**src/rtl/mul_seq_shift_add.sv**
```systemverilog
// Sequential shift-and-add multiplier with a start/done handshake.
// Takes WIDTH cycles per product using a single WIDTH-bit adder.
// Optional signed (two's-complement) mode is compiled in when the macro
// MUL_SEQ_SIGNED_EN is defined; otherwise signed_mode is ignored and all
// products are unsigned. The port list is the same in both builds.
module mul_seq_shift_add #(
  parameter int unsigned WIDTH = 8
) (
  input  logic                 clk,
  input  logic                 rst_n,
  input  logic                 start,
  input  logic                 signed_mode,
  input  logic [WIDTH-1:0]     a,
  input  logic [WIDTH-1:0]     b,
  output logic                 busy,
  output logic                 done,
  output logic [2*WIDTH-1:0]   p
);

  localparam int unsigned CW = (WIDTH > 2) ? $clog2(WIDTH) : 1;

  typedef enum logic [1:0] {
    S_IDLE = 2'd0,
    S_RUN  = 2'd1,
    S_DONE = 2'd2
  } state_t;

  state_t               r_state;
  state_t               w_next;

  logic [WIDTH-1:0]     r_mcand;
  logic [WIDTH-1:0]     r_mplier;
  logic [2*WIDTH-1:0]   r_acc;
  logic [CW-1:0]        r_cnt;
  logic [2*WIDTH-1:0]   r_p;

  logic [WIDTH-1:0]     w_mag_a;
  logic [WIDTH-1:0]     w_mag_b;
  logic [WIDTH:0]       w_sum;
  logic [2*WIDTH-1:0]   w_acc_next;
  logic [2*WIDTH-1:0]   w_result;
  logic                 w_last;

`ifdef MUL_SEQ_SIGNED_EN
  logic                 r_neg;
  logic                 w_neg_a;
  logic                 w_neg_b;
  logic                 w_res_neg;

  // Magnitudes of the operands; the most negative value maps onto
  // 2^(WIDTH-1), which is still representable as an unsigned WIDTH-bit value.
  assign w_neg_a   = signed_mode & a[WIDTH-1];
  assign w_neg_b   = signed_mode & b[WIDTH-1];
  assign w_mag_a   = w_neg_a ? (~a + WIDTH'(1)) : a;
  assign w_mag_b   = w_neg_b ? (~b + WIDTH'(1)) : b;
  assign w_res_neg = w_neg_a ^ w_neg_b;
  assign w_result  = r_neg ? (~w_acc_next + (2*WIDTH)'(1)) : w_acc_next;
`else
  logic                 w_unused_signed_mode;

  assign w_unused_signed_mode = signed_mode;
  assign w_mag_a  = a;
  assign w_mag_b  = b;
  assign w_result = w_acc_next;
`endif

  // One iteration: conditionally add the multiplicand into the upper half,
  // keeping the carry, then shift {carry, accumulator} right by one.
  assign w_sum      = {1'b0, r_acc[2*WIDTH-1:WIDTH]}
                    + {1'b0, (r_mplier[0] ? r_mcand : {WIDTH{1'b0}})};
  assign w_acc_next = {w_sum, r_acc[WIDTH-1:1]};
  assign w_last     = (r_cnt == CW'(WIDTH - 1));

  // State register.
  always_ff @(posedge clk) begin
    if (!rst_n) begin
      r_state <= S_IDLE;
    end else begin
      r_state <= w_next;
    end
  end

  // Next-state logic and handshake outputs.
  always_comb begin
    w_next = r_state;
    busy   = 1'b0;
    done   = 1'b0;
    case (r_state)
      S_IDLE: begin
        w_next = start ? S_RUN : S_IDLE;
      end
      S_RUN: begin
        busy   = 1'b1;
        w_next = w_last ? S_DONE : S_RUN;
      end
      S_DONE: begin
        done   = 1'b1;
        w_next = start ? S_RUN : S_IDLE;
      end
      default: begin
        w_next = S_IDLE;
      end
    endcase
  end

  // Datapath: operand capture on accept, iterate in RUN, load product on
  // the final iteration edge.
  always_ff @(posedge clk) begin
    if (!rst_n) begin
      r_mcand  <= '0;
      r_mplier <= '0;
      r_acc    <= '0;
      r_cnt    <= '0;
      r_p      <= '0;
`ifdef MUL_SEQ_SIGNED_EN
      r_neg    <= 1'b0;
`endif
    end else begin
      case (r_state)
        S_IDLE, S_DONE: begin
          if (start) begin
            r_mcand  <= w_mag_a;
            r_mplier <= w_mag_b;
            r_acc    <= '0;
            r_cnt    <= '0;
`ifdef MUL_SEQ_SIGNED_EN
            r_neg    <= w_res_neg;
`endif
          end
        end
        S_RUN: begin
          r_acc    <= w_acc_next;
          r_mplier <= r_mplier >> 1;
          r_cnt    <= r_cnt + CW'(1);
          if (w_last) begin
            r_p <= w_result;
          end
        end
        default: begin
        end
      endcase
    end
  end

  assign p = r_p;

endmodule

```
**config.mk**
```make
export PLATFORM = sky130hd
export DESIGN_NAME = mul_seq_shift_add
export DESIGN_NICKNAME = d
export VERILOG_FILES = /design/src/rtl/mul_seq_shift_add.sv
export SDC_FILE = /design/constraint.sdc
export NUM_CORES = 1
export LEC_CHECK = 0
export ABC_CLOCK_PERIOD_IN_PS = 2750
export CAP_MARGIN = 0
export CORE_ASPECT_RATIO = 1.25
export CORE_MARGIN = 1
export CORE_UTILIZATION = 50
export CTS_CLUSTER_SIZE = 30
export DETAILED_ROUTE_END_ITERATION = 12
export GPL_ROUTABILITY_DRIVEN = 0
export PLACE_DENSITY_LB_ADDON = 0.2
export SLEW_MARGIN = 20
export SYNTH_ARGS = -nofsm -noshare
export SYNTH_HDL_FRONTEND = slang
export SYNTH_SLANG_ARGS = --single-unit
export TNS_END_PERCENT = 1
```
**constraint.sdc**
```tcl
create_clock -name clk -period 2.75 [get_ports clk]
set_input_delay 0.6875 -clock clk [delete_from_list [all_inputs] [get_ports clk]]
set_output_delay 0.6875 -clock clk [all_outputs]
set_load 0.05 [all_outputs]
```
==> run metrics, run 1 <==
number of cells produced by synthesis 276; global-route wire length before repair ~7700 um; most common cell after layout, fill and taps aside nand2_1; final wirelength about 4400 um; Netlist cell types 42; setup TNS 0 ns; Worst Hold Launch r_mcand[5]$_SDFFE_PN0N_; fillers just over 400; FMAX 445.9 MHz; DRT Pass-1 Iters 4; crit path launch r_state[0]$_SDFF_PN0_; Slew Limit Headroom a little over half; CTS tree built; synth top area cells dfxtp_1, nand2_1, ha_1; Detail Placement HPWL 3023 um; Period minus WS final 2.243 ns; register bit total from synthesis 52; max cap viols 0; Overall Power between 1 and 1.5 mW; CP startpoint kind register; n_diodes 0; Cell Area, Synth roughly 0.0023 sq mm; Synth area leader dfxtp_1; root buf cell clkbuf_8; most frequent cells in the layout nand2_1, dfxtp_1, clkdlybuf4s50_1; Critical Path RT 2.06 ns; Final Hold Violating Endpoints 0; Hold Path Class register to register; slowest CP cell clkdlybuf4s50_1; Placed Instance Area about 0.0027 sq mm; Max Root-Sink Buffers 2; Worst Path Max Fanout 4; flop2flop setup slack 0.53 ns; P&R area growth vs syn 19.94%; Arrival @ worst endpoint around 1.6 ns; worst slew pin tran around 0.71 ns; Overflow after GRT 0; htree depth 2; CTS resizes 0; Worst Hold End r_mcand[5]$_SDFFE_PN0N_; fin area between 0.002 and 0.003 sq mm; vias per cell 5.210; layout cell share with drive strength beyond 1 roughly 6.9%; R2R Path Start r_mplier[0]$_SDFFE_PN0P_; post-route ant nets 0; worst vdd ir 0.0003128 V; Die Ht 78.30 um; Synth async-reset ratio 0%; WS Path Type register to output port; crit path cell chain nor2b_1, clkdlybuf4s50_1; Final Hold Slack approximately 0.45 ns; final setup vio count 0; 1st-iter DRT viols 140; Reg clk slew, reported paths around 0.09 ns; count of pins over their slew limit 0; Rows 27; vias in the first global route 1722; Die ar. 0.004935 sq mm; Pwr Density between 400 and 500 mW/mm^2; pin count of the biggest net entering global routing 43; Die W ~63 um; DRC 0; YS warnings 0; initial core utilization 52.62%; synthesized area per cell roughly 8.4 sq um; period utilization between 80% and 90%; Reg2Reg Capture Point p[15]$_SDFFE_PN0P_; syn nets slightly above 300; CTS Hold Bufs 0; Leakage around 1.1 nW; Post-synth EDFFs 0; register area share after synthesis 44.71%; clock latency on the worst-skew pair ~0.30 ns; initial antenna violation count 0; postcts setup bufs 0; CORE AREA 0.004425 sq mm; clk sinks 52; I/O pin total 38; Synth Flop Type dfxtp_1; Wirelength per Cell 12.17 um; Place WS ~0.54 ns; CTS Buf Count 5; RSZ-0062 raised after global routing no; post-route worst setup slack roughly 0.5 ns; Net count, final 335; hold depth 2; Worst Reg-to-Reg Cells 8; Crit. End Element output port; PortBufs 36; Total GRT Usage 19.52%; share of the synthesized area in the top cell type ~45%; Clock Skew about 0.011 ns; CP peak stage delay roughly 0.80 ns; vias about 1900; status completed
-- worst max-delay path, delay by kind of cell, from the launching register on --
kind,cells,cell delay (ns)
flops,1,0.34
buf+inv,1,0.80
simple gates,1,0.11
-- Yosys cell counts, drive strengths merged, types with 2 or more instances --
cell and instances:
ha 10, a21oi 25, nor2 27, nor2b 3, inv 2, nand2 55, nor3 2, nand3 11
a311oi 8, dfxtp 52, o21ai 9, and2 14, xnor2 3, nand2b 3, buf 13, nand4 3
clkbuf 6, a22oi 11, o21a 2, clkinv 2
-- routing by layer --
| layer | vias up | track usage, % | wire length [um] |
|---|---|---|---|
| li1 | 1000 | - | - |
| met1 | 850 | 23.63 | 2132 |
| met2 | 28 | 33.87 | 2098 |
| met3 | 8 | 3.924 | 106 |
| met4 | 0 | 6.977 | 68 |
| met5 | - | 0 | 0 |
-- area by class of cell --
class / instances / area, sq um / area share, %
sequential: 52 / 1041 / 37.28
tap: 58 / 72.57 / 2.599
clock inverter: 1 / 8.758 / 0.3136
timing repair buffer: 40 / 400.4 / 14.34
multi-input combinational: 201 / 1167 / 41.80
clock buffer: 6 / 82.58 / 2.957
inverter: 4 / 20.02 / 0.7168
-- how the worst max path moves through the flow --
stage                              to  slack [ns]
2_1_floorplan      p[15]$_SDFFE_PN0P_        0.76
3_3_place_gp   r_acc[15]$_SDFFE_PN0P_        0.56
3_5_place_dp   r_acc[15]$_SDFFE_PN0P_        0.54
4_1_cts                          done        0.49
5_1_grt            p[15]$_SDFFE_PN0P_        0.35
6_report                         done        0.51
-- stage by stage --
| stage | utilization [%] | cells |
|---|---|---|
| 2_1_floorplan | - | 276 |
| 3_3_place_gp | 61.04 | 355 |
| 3_5_place_dp | 61.04 | 355 |
| 4_1_cts | 63.10 | 362 |
| 5_1_grt | 63.10 | 362 |
| 6_report | 63.10 | 362 |
-- sequential cells by signal (all words and copies together), names as in the netlist --
name	count
r_mplier	8
r_state	2
p	16
r_mcand	8
r_cnt	3
r_acc	15
-- where the power goes --
part	leakage, nW	switching, mW	internal (mW)
clock network	0.0473	0.238	0.201
registers	0.422	0.0130	0.774
logic	0.605	0.0801	0.0575
-- cell families after synthesis --
group | Yosys count | share of synthesized area, %
and+or+nand+nor | 123 | 23.91
AOI/OAI and AO/OA | 63 | 18.48
DFF | 52 | 44.71
buffers and inverters | 23 | 5.158
adders and majority gates | 11 | 6.233
xor gates and xnor gates | 4 | 1.505
(Power assumes the default switching activity.)
==> inputs of run 2 (changes only) <==
--- a/config.mk
+++ b/config.mk
@@ -5,11 +5,11 @@
 export SDC_FILE = /design/constraint.sdc
 export NUM_CORES = 1
 export LEC_CHECK = 0
-export ABC_CLOCK_PERIOD_IN_PS = 2750
+export ABC_CLOCK_PERIOD_IN_PS = 2000
 export CAP_MARGIN = 0
 export CORE_ASPECT_RATIO = 1.25
 export CORE_MARGIN = 1
-export CORE_UTILIZATION = 50
+export CORE_UTILIZATION = 47
 export CTS_CLUSTER_SIZE = 30
 export DETAILED_ROUTE_END_ITERATION = 12
 export GPL_ROUTABILITY_DRIVEN = 0
==> constraint.sdc (replaced) <==
create_clock -name clk -period 2 [get_ports clk]
set_input_delay 0.5 -clock clk [delete_from_list [all_inputs] [get_ports clk]]
set_output_delay 0.5 -clock clk [all_outputs]
set_load 0.05 [all_outputs]
==> run 2 against run 1 <==
Against the previous run:
- combinational power grew 47%
- cell area increased by 3.4%
- global-route usage decreased by 0.44 points
- clock power is 34% higher
- critical endpoint is now p[11]
- critical path type unchanged
- highest routed layer unchanged
==> run metrics, run 2 (synthesis results as in run 1) <==
status completed; CTS tree built; worst vdd ir 0.0005403 V; root buf cell clkbuf_8; initial antenna violation count 0; RSZ-0062 raised after global routing yes; crit path cell chain clkdlybuf4s50_1; period utilization 97.95%; CORE AREA between 0.004 and 0.005 sq mm; vias per cell 5.227; 1st-iter DRT viols 117; DRC 0; initial core utilization between 40% and 50%; CP peak stage delay 0.80 ns; post-route ant nets 0; dpl cells 366; fin area 0.002889 sq mm; vias between 1500 and 2000; Slew Limit Headroom roughly three fifths; CP startpoint kind register; final std cells w/o fill between 300 and 400; Core Util, Final 60.64%; clock latency on the worst-skew pair between 0.3 and 0.4 ns; layout cell share with drive strength beyond 1 between 10% and 20%; postcts setup bufs 0; max cap viols 0; fillers 479; most frequent cells in the layout nand2_1, dfxtp_1, clkdlybuf4s50_1; vias in the first global route ~1700; I/O pin total 38; Final Hold Slack roughly 0.45 ns; Period minus WS final a little under 2 ns; Final Hold Violating Endpoints 0; Buf+Inv Stages, Crit Path 1; Rows 28; count of pins over their slew limit 0; CTS Buf Count 5; Arrival @ worst endpoint roughly 1.5 ns; Detail Placement HPWL about 3100 um; Total GRT Usage between 10% and 20%; final setup vio count 0; FMAX 510.4 MHz; DRT Pass-1 Iters 4; worst slew pin tran ~0.62 ns; Max Root-Sink Buffers 2; Pwr Density between 600 and 700 mW/mm^2; Overflow after GRT 0; setup TNS 0 ns; Critical Path RT ~1.5 ns; Die W approximately 65 um; Crit. End Element output port; Placed Instance Area ~0.0028 sq mm; Clock Skew roughly 0.0057 ns; Reg clk slew, reported paths around 0.090 ns; Net count, final between 300 and 400; Die ar. around 0.0052 sq mm; n_diodes 0; Overall Power 1.874 mW; pin count of the biggest net entering global routing 43; most common cell after layout, fill and taps aside nand2_1; Largest register FFs 16; clk sinks 52; Wirelength per Cell around 12 um; slowest CP cell clkdlybuf4s50_1; P&R area growth vs syn 24.07%; Hold Path Class register to register; Leakage ~1.1 nW; Worst Path Max Fanout 2; PortBufs 36; global-route wire length before repair about 7700 um; Die Ht about 81 um; post-route worst setup slack between 0.04 and 0.05 ns; final wirelength ~4600 um; WS Path Type register to output port; Place WS -0.04432 ns; htree depth 2; cell family with most CP delay buffers and inverters
==> run 2: cell types whose count changed in the layout (fill, tap and decap cells not counted), moves of 2 or more <==
cell,before,now
buf_4,4,20
clkdlybuf4s50_1,35,28
clkinv_2,0,2
dfxtp_1,52,50
dfxtp_2,0,2
ha_1,10,7
ha_4,0,2
==> run 2: timing repair <==
item | 4_1_cts | 5_1_grt
hold buffers | 0 | 0
gates resized for setup | 2 | 8
endpoints found under the setup margin | 3 | 6
pin swaps | 2 | 3
==> run 2: layout make-up <==
type | count | area, sq um | area share, %
tap | 60 | 75.07 | 2.599
clock inverter | 3 | 18.77 | 0.6496
timing repair buffer | 49 | 450.4 | 15.59
sequential | 52 | 1044 | 36.12
clock buffer | 5 | 68.82 | 2.382
multi-input combinational | 201 | 1212 | 41.97
inverter | 4 | 20.02 | 0.6929
==> run 2: where the power goes <==
part / switching [mW] / total, mW / internal (mW)
Clock: 0.346 / 0.590 / 0.244
Sequential: 0.0156 / 1.08 / 1.07
Combinational: 0.115 / 0.203 / 0.0878
Total: 0.477 / 1.87 / 1.40
==> run 2: path summary, 6_finish.rpt <==
kind | start | to | slack [ns] | cells after the start
hold / removal | r_mcand[5]$_SDFFE_PN0N_ | r_mcand[5]$_SDFFE_PN0N_ | 0.45 | 2
setup reg to reg | r_mplier[0]$_SDFFE_PN0P_ | p[13]$_SDFFE_PN0P_ | 0.07 | 9
setup / recovery | p[11]$_SDFFE_PN0P_ | p[11] | 0.04 | 1
hold reg to reg | r_mcand[5]$_SDFFE_PN0N_ | r_mcand[5]$_SDFFE_PN0N_ | 0.45 | 2
==> run 2: per-layer routing <==
layer / GRT usage [%] / up-vias / routed length [um]
met5: 0 / - / 0
met4: 8.000 / 0 / 68
met3: 3.551 / 6 / 129
met2: 32.50 / 34 / 2224
met1: 23.21 / 897 / 2129
li1: - / 1018 / -
==> inputs of run 3 (changes only) <==
--- a/config.mk
+++ b/config.mk
@@ -5,14 +5,16 @@
 export SDC_FILE = /design/constraint.sdc
 export NUM_CORES = 1
 export LEC_CHECK = 0
+export ABC_AREA = 1
 export ABC_CLOCK_PERIOD_IN_PS = 2000
 export CAP_MARGIN = 0
 export CORE_ASPECT_RATIO = 1.25
 export CORE_MARGIN = 1
-export CORE_UTILIZATION = 47
+export CORE_UTILIZATION = 48
 export CTS_CLUSTER_SIZE = 30
 export DETAILED_ROUTE_END_ITERATION = 12
 export GPL_ROUTABILITY_DRIVEN = 0
+export GPL_TIMING_DRIVEN = 0
 export PLACE_DENSITY_LB_ADDON = 0.2
 export SLEW_MARGIN = 20
 export SYNTH_ARGS = -nofsm -noshare
==> run 3 against run 2 <==
Against the previous run:
- synthesized area rose by 2.1%
- total power rose by 8.6%
- hold slack improved by 0.013 ns
- routed wire length rose by 9.9%
- largest power group unchanged
- fmax fell by 0.66%
- via count rose by 7.5%
==> run metrics, run 3 <==
crit path cell chain clkdlybuf4s50_1; Overflow after GRT 0; vias in the first global route a little under 2000; CTS tree built; Hold Path Class register to register; PortBufs 36; fin area 0.002925 sq mm; period utilization between 90 and 100%; Clock Skew between 0.004 and 0.005 ns; Synth async-reset ratio 0%; Reg clk slew, reported paths around 0.090 ns; Pwr Density ~700 mW/mm^2; slowest CP cell clkdlybuf4s50_1; CP startpoint kind register; clock latency on the worst-skew pair 0.30 ns; P&R area growth vs syn 22.99%; Net count, final roughly 390; status completed; count leader, synth nand2_1; FMAX 507.1 MHz; CORE AREA 0.004765 sq mm; worst vdd ir 0.0005754 V; Cell Area, Synth about 0.0024 sq mm; synthesized area per cell 7.575 sq um; RSZ-0062 raised after global routing no; Post-Synth Adder-Cell Area between 6 and 7%; flop2flop setup slack ~0.13 ns; Wirelength per Cell 12.00 um; number of cells produced by synthesis about 310; synth top area cells dfxtp_1, nand2_1, ha_1; Die W about 65 um; vias ~2100; htree depth 2; pin count of the biggest net entering global routing 16; Synth Area in Simple Gates between 20% and 30%; DRC 0; Buf+Inv Stages, Crit Path 1; 1st-iter DRT viols between 80 and 90; Die Ht slightly above 80 um; share of the synthesized area in the top cell type between 40% and 50%; post-route ant nets 0; vias per cell between 5 and 6; Crit. End Element output port; Critical Path RT 1.50 ns; most frequent cells in the layout nand2_1, dfxtp_1, clkdlybuf4s50_1; postcts setup bufs 0; layout cell share with drive strength beyond 1 7.003%; Placed Instance Area about 0.0028 sq mm; main combinational cell family by area after synthesis simple AND/OR/NAND/NOR gates; final wirelength between 5000 and 6000 um; most common cell after layout, fill and taps aside nand2_1; cell family with most CP delay buffers and inverters; initial core utilization about half; post-synthesis mux area share 0%; Synth area leader dfxtp_1; register bit total from synthesis between 50 and 60; dpl cells 410; CP peak stage delay ~0.8 ns; clk sinks 52; syn nets 345; setup TNS 0 ns; I/O pin total 38; Period minus WS final slightly below 2 ns; post-synthesis xor/xnor area fraction less than 1%; DRT Pass-1 Iters 4; root buf cell clkbuf_8; worst slew pin tran approximately 0.55 ns; Slew Limit Headroom 63.22%; Detail Placement HPWL between 3000 and 4000 um; CTS Buf Count 5; final std cells w/o fill 417; most frequent cells after synthesis nand2_1, dfxtp_1, nor2_1, inv_1, a21oi_1; n_diodes 0; Worst Path Max Fanout 2; Synth Flop Type dfxtp_1; Leakage around 1.4 nW; count of pins over their slew limit 0; Arrival @ worst endpoint between 1 and 1.5 ns; register area share after synthesis around 44%; Rows 28; Netlist cell types 30; final setup vio count 0; Synth Area in Compound Gates around an eighth; Total GRT Usage between 20% and 30%; Largest register FFs 16; Post-synth EDFFs 0; initial antenna violation count 0; global-route wire length before repair 8459 um; Die ar. about 0.0052 sq mm; WS Path Type register to output port; Max Root-Sink Buffers 2; Final Hold Violating Endpoints 0; max cap viols 0; YS warnings 0
run 3: cell types whose count changed after synthesis, moves of 8 or more:
cell	change
nand2_1	+38
a22oi_1	-11
inv_1	+26
nand3_1	+9
a311oi_1	-8
buf_2	-10
and2_1	-14
run 3: tightest hold or removal path, delay by kind of cell (launching register included):
kind	cells	cell delay [ns]
and+or+nand+nor	1	0.06
AOI/OAI and AO/OA	1	0.05
DFF	1	0.32
run 3: cell type report:
class / instances / area, sq um
Fill cell: 473 / 1839
Multi-Input combinational cell: 216 / 1115
Sequential cell: 52 / 1042
Timing Repair Buffer: 36 / 364.1
Inverter: 34 / 137.6
Buffer: 11 / 83.83
Tap cell: 60 / 75.07
Clock buffer: 6 / 72.57
Clock inverter: 2 / 35.03
run 3: stage by stage:
step,util (%),hold WS [ns],power [mW],worst slack (ns)
after floorplan,-,0.4293,1.271,0.2209
after global placement,59.06,0.4506,1.353,-0.2161
after detailed placement,59.06,0.4566,1.356,-0.2117
after CTS,61.27,0.4691,2.057,0.01741
after global routing,61.40,0.4902,2.130,0.0003607
final,61.40,0.4652,2.036,0.02797
run 3: path summary, 6_finish.rpt:
path	cells after the start	end	from
max	1	p[0]	p[0]$_SDFFE_PN0P_
min reg2reg	2	r_mplier[7]$_SDFFE_PN0P_	r_mplier[7]$_SDFFE_PN0P_
min	2	r_mplier[7]$_SDFFE_PN0P_	r_mplier[7]$_SDFFE_PN0P_
max reg2reg	12	p[15]$_SDFFE_PN0P_	r_mplier[0]$_SDFFE_PN0P_
run 3: cells by family (layout without fill, tap and decap cells):
family	count (synthesis)	count (layout)
buffers and inverters	46	89
and+or+nand+nor	154	154
adders and majority gates	11	11
DFF	52	52
AOI/OAI and AO/OA	50	50
xor gates and xnor gates	1	1
run 3: report_power, final:
| part | internal, mW | switching, mW | total [mW] |
|---|---|---|---|
| registers | 1.07 | 0.0256 | 1.10 |
| clock network | 0.372 | 0.333 | 0.704 |
| logic | 0.0975 | 0.136 | 0.233 |
run 3: metal layers:
| layer | vias to the layer above | share of wire (%) | global-route usage (%) |
|---|---|---|---|
| met2 | 39 | 49 | 34.79 |
| met3 | 11 | 3.0 | 4.688 |
| li1 | 1090 | - | - |
| met5 | - | 0 | 0 |
| met4 | 0 | 2.0 | 8.889 |
| met1 | 962 | 46 | 25.54 |
run 3: timing repair:
item,CTS,global route
setup endpoints to repair,4,9
endpoints found under the hold margin,0,0
hold buffers,0,0
gates resized for setup,8,5
